[src/rtl/muxnway_pkg.sv]
// Shared constants for the N-way registered mux: mode encodings, output-stage
// states and the channel-index width helper.
package muxnway_pkg;

  localparam logic MODE_FIXED = 1'b0;
  localparam logic MODE_RR    = 1'b1;

  typedef enum logic {
    ST_EMPTY = 1'b0,
    ST_FULL  = 1'b1
  } state_t;

  function automatic int sw_of(input int n);
    return (n > 1) ? $clog2(n) : 1;
  endfunction

endpackage

[src/rtl/muxnway_rr_arbiter.sv]
// Round-robin arbiter: grants the first requester after ptr, wrapping at N-1.
// Purely combinational; ptr is the last granted channel.
module rr_arbiter
  import muxnway_pkg::*;
#(
  parameter int N  = 4,
  parameter int SW = sw_of(N)
) (
  input  logic [N-1:0]  req,
  input  logic [SW-1:0] ptr,
  output logic          gnt_vld,
  output logic [SW-1:0] gnt_idx
);

  int idx;

  always_comb begin
    gnt_vld = 1'b0;
    gnt_idx = '0;
    idx     = 0;
    // Walk from farthest to nearest so the nearest requester overwrites last.
    for (int k = N; k >= 1; k--) begin
      idx = (int'(ptr) + k) % N;
      if (req[SW'(idx)]) begin
        gnt_vld = 1'b1;
        gnt_idx = SW'(idx);
      end
    end
  end

endmodule

[src/rtl/muxnway_rr.sv]
// N-way mux into a one-word output register, fixed-select or round-robin.
// Optional MUXNWAY_RR_COUNT_EN adds a saturating 16-bit output handshake counter.
module muxnway_rr
  import muxnway_pkg::*;
#(
  parameter int W  = 16,
  parameter int N  = 4,
  parameter int SW = sw_of(N)
) (
  input  logic           clk,
  input  logic           rst,
  input  logic [N*W-1:0] in_data,
  input  logic [N-1:0]   in_valid,
  output logic [N-1:0]   in_ready,
  input  logic           mode,
  input  logic [SW-1:0]  sel,
`ifdef MUXNWAY_RR_COUNT_EN
  output logic [15:0]    out_count,
`endif
  output logic [W-1:0]   out_data,
  output logic           out_valid,
  input  logic           out_ready,
  output logic [SW-1:0]  out_chan
);

  state_t        state_q;
  logic [W-1:0]  out_data_q;
  logic [SW-1:0] out_chan_q;
  logic [SW-1:0] ptr_q;

  logic          load;
  logic          rr_vld;
  logic [SW-1:0] rr_idx;
  logic          fix_vld;
  logic          gnt_vld;
  logic [SW-1:0] gnt_idx;

  rr_arbiter #(.N(N), .SW(SW)) u_arb (
    .req     (in_valid),
    .ptr     (ptr_q),
    .gnt_vld (rr_vld),
    .gnt_idx (rr_idx)
  );

  assign load    = (state_q == ST_EMPTY) | out_ready;
  assign fix_vld = (int'(sel) < N) && in_valid[sel];
  assign gnt_vld = (mode == MODE_RR) ? rr_vld : fix_vld;
  assign gnt_idx = (mode == MODE_RR) ? rr_idx : sel;

  always_comb begin
    in_ready = '0;
    if (!rst && load && gnt_vld) in_ready[gnt_idx] = 1'b1;
  end

  always_ff @(posedge clk) begin
    if (rst) begin
      state_q    <= ST_EMPTY;
      out_data_q <= '0;
      out_chan_q <= '0;
      ptr_q      <= SW'(N - 1);
    end else if (load) begin
      if (gnt_vld) begin
        state_q    <= ST_FULL;
        out_data_q <= in_data[gnt_idx*W +: W];
        out_chan_q <= gnt_idx;
        ptr_q      <= gnt_idx;
      end else begin
        state_q    <= ST_EMPTY;
      end
    end
  end

  assign out_data  = out_data_q;
  assign out_chan  = out_chan_q;
  assign out_valid = (state_q == ST_FULL);

`ifdef MUXNWAY_RR_COUNT_EN
  logic [15:0] count_q;

  always_ff @(posedge clk) begin
    if (rst)                                             count_q <= '0;
    else if (out_valid && out_ready && count_q != 16'hFFFF) count_q <= count_q + 16'd1;
  end

  assign out_count = count_q;
`endif

endmodule

[config.mk]
export PLATFORM = sky130hd
export DESIGN_NAME = muxnway_rr
export DESIGN_NICKNAME = d
export VERILOG_FILES = /design/src/rtl/muxnway_pkg.sv /design/src/rtl/muxnway_rr_arbiter.sv /design/src/rtl/muxnway_rr.sv
export SDC_FILE = /design/constraint.sdc
export NUM_CORES = 1
export LEC_CHECK = 0
export ABC_CLOCK_PERIOD_IN_PS = 3300
export CAP_MARGIN = 40
export CORE_ASPECT_RATIO = 0.5
export CORE_MARGIN = 2
export CORE_UTILIZATION = 32
export DETAILED_ROUTE_END_ITERATION = 7
export PLACE_DENSITY = 0.84
export SLEW_MARGIN = 25
export SYNTH_ARGS = -nofsm -noshare
export SYNTH_HDL_FRONTEND = slang
export SYNTH_SLANG_ARGS = --single-unit
[constraint.sdc]
create_clock -name clk -period 3.3 [get_ports clk]
set_clock_uncertainty 0.1 [all_clocks]
set_input_delay 0.99 -clock clk [delete_from_list [all_inputs] [get_ports clk]]
set_output_delay 0.99 -clock clk [all_outputs]
set_load 0.01 [all_outputs]
==> impl_metrics.ini <==
[routing]
drt_pass1_iterations = 4
vias = 1572
wire_per_inst_microns = 16.27
route.detailed.drc = 0
first_iter_violations = 31
antenna_left = 0
wl_microns = 5092
viasPerCell = 5.022

[synthesis]
yosys.area.top_type = dfxtp_1
ys_seq_area_share_pct = 30.60
synth.area.top_cells = dfxtp_1, mux2i_1, o221ai_2
syn_area_sq_um = 1374
ys.warnings.count = 0
synthCells = 143
synthTopCellsByCount = mux2i_1, nand2_1, dfxtp_1
yosysMostFrequentCell = mux2i_1
synth_flop_cell = dfxtp_1
ys_types = 30
synth_seq_cells = 21
synth.top_cell.area_share_pct = 30.60
synth-edff-count = 0
avgSynthCellArea_sq_um = 9.607
synth_fp_nets = 217
ys_async_sr_fraction_pct = 0

[timing]
post-route-period-util_pct = 102.2
drv_slew = 0
max_freq_mhz = 296.6
relSlewSlack_pct = 79.50
timing.final.crit_period_ps = 3372
hold_violations = 0
fin_tns_setup_ps = -132.6
fin_ws_ps = -71.52
tightest_slew_ps = 306.1
finalSetupViolCount = 2
rsz0062_at_grt = yes

[setup_path]
crit_start = sel[0]
end_kind = primary output
worst-r2r-setup-slack_ps = 970
worstPathArrival_ps = 2280
timing.rr.end = out_data[15]
cp.required_ps = 2210
crit_path_max_fanout = 3
rr_worst_depth = 10
r2r-start = ptr_q[1]
crit_type = primary input to primary output
worst_setup_path_start_kind = primary input

[global_route]
antenna_found_initial = 0
track_usage_pct = 20.66
grt_pass1_wl_microns = 8066
gr-total-overflow = 0
grt_pass1_vias = 1625
grt_max_degree = 17

[outcome]
violations = negative setup slack
status = finished with violations

[floorplan]
die_area_sq_um = 4865
num_rows = 16
fp.dieH_microns = 50.33
die-width_microns = 96.66
floorplan.initialDensity_pct = 34.31
core_area_sq_um = 4004
num_io_pins = 97

[place]
globalplace.congestion = 0.9007
io_buffers = 96
detailed_place_hpwl_microns = 3765
dpl.cell_count = 300

[finish]
multi_input_area_sq_um = 910.9
nFillCells = 317
nNetsFinal = 334
layout-drive-gt1-share_pct = 24.71
seq_area_sq_um = 420.4
antenna_cells = 0
stdcell_count = 313
syn2layout_area_growth_pct = 91.53

[power]
powerDensity_nw_per_um2 = 332.6
irDropWorstVdd_uv = 185.8
p_leak_nw = 1.068

[hold_path]
worstHoldStart = out_data[8]
worstHoldPathType = register to register
hold-path-endpoint = out_data[8]
hold_depth = 2

[clock_network]
cts.sinks = 21
root_buffer = clkbuf_8
cts_inserted_buffers = 3
clock_path_buffers = 2
hold_buffers = 0
clk_latency_ps = 260
clkTransAtPathRegs_ps = 80
cts_tree = done
cts_max_level = 1

[job]
drv_cap = 0
-- where the power goes --
| part | switching [mW] | internal [mW] |
|---|---|---|
| Combinational | 0.159 | 0.237 |
| Clock | 0.0889 | 0.0853 |
| Sequential | 0.0197 | 0.286 |
-- worst max-delay path by stage --
stage                     slack [ps]     endpoint
after floorplan                  -40  in_ready[2]
after global placement          -900  in_ready[2]
after detailed placement        -970  in_ready[3]
after CTS                        -70  in_ready[3]
after global routing            -100  in_ready[3]
final                            -70  in_ready[3]
-- per-stage QoR --
stage                     hold WS, ps  total power, mW  setup WS (ps)  cell area (sq um)  util (%)
after global placement          345.2           0.6649         -901.9               2471     61.72
after detailed placement        350.4           0.6743         -966.8               2471     61.72
after CTS                       372.7           0.8615         -67.24               2559     63.91
final                           370.1           0.8751         -71.52               2631     65.72
after global routing            395.1           0.9187         -100.2               2631     65.72
after floorplan                 374.5           0.4782         -42.24               1389         -
-- cell type report --
| cell class | count | area share, % |
|---|---|---|
| inverters | 5 | 0.8084 |
| flip-flops and latches | 21 | 15.98 |
| multi-input cells | 108 | 34.62 |
| well taps | 54 | 2.568 |
| clock buffers | 3 | 1.569 |
| clock inverters | 1 | 0.2853 |
| repair buffers | 121 | 44.17 |
-- metal layers --
| layer | vias to the layer above | GRT usage [%] | routed length (microns) |
|---|---|---|---|
| li1 | 771 | - | - |
| met3 | 8 | 1.950 | 99 |
| met1 | 767 | 22.91 | 1992 |
| met4 | 0 | 6.573 | 86 |
| met5 | - | 0 | 0 |
| met2 | 26 | 42.25 | 2914 |
-- layout by cell type (no fill, tap or decap) --
cell	instances
inv_1	3
nand2_4	1
inv_4	1
a32oi_1	1
mux2i_1	32
nor3_1	1
nand2_1	22
inv_2	1
clkinvlp_4	1
nor2b_1	2
clkbuf_8	3
mux4_2	1
nand3_1	1
o221ai_2	9
buf_12	1
a21boi_2	1
dfxtp_1	21
o21bai_1	1
a211o_1	1
nor2_4	3
or2b_4	1
a21oi_1	6
nor2_1	7
a21oi_4	1
o41a_1	1
buf_4	23
or3_4	1
buf_8	1
a21bo_2	1
buf_2	3
buf_6	8
clkdlybuf4s50_1	84
o211ai_1	1
o221ai_1	9
nor2b_2	1
a31oi_1	1
dlygate4sd2_1	1
a21o_4	1
nand2b_4	1
-- logic make-up (layout without fill, tap and decap cells) --
family | count (synthesis) | in the layout | synth area share [%]
AND/OR/NAND/NOR | 41 | 41 | 12.84
AO/OA/AOI/OAI | 34 | 34 | 24.50
flip-flops | 21 | 21 | 30.60
multiplexers | 33 | 33 | 24.95
buffers and inverters | 14 | 130 | 7.104
-- critical path: stages --
cell and delay, ps:
buf_8 100, mux4_2 370, a21o_4 150, nand2_4 50, or3_4 410, nor2_4 100, buf_6 100
-- registers in the layout, summed over array words and instances (netlist names) --
signal     flops
out_data      16
out_chan       2
ptr_q          2
out_valid      1
-- what timing repair did --
action	in CTS	in global routing
resized for setup	53	21
pin swaps	7	9
setup endpoints to repair	4	4
setup buffers	6	3
(Power assumes the default switching activity.)
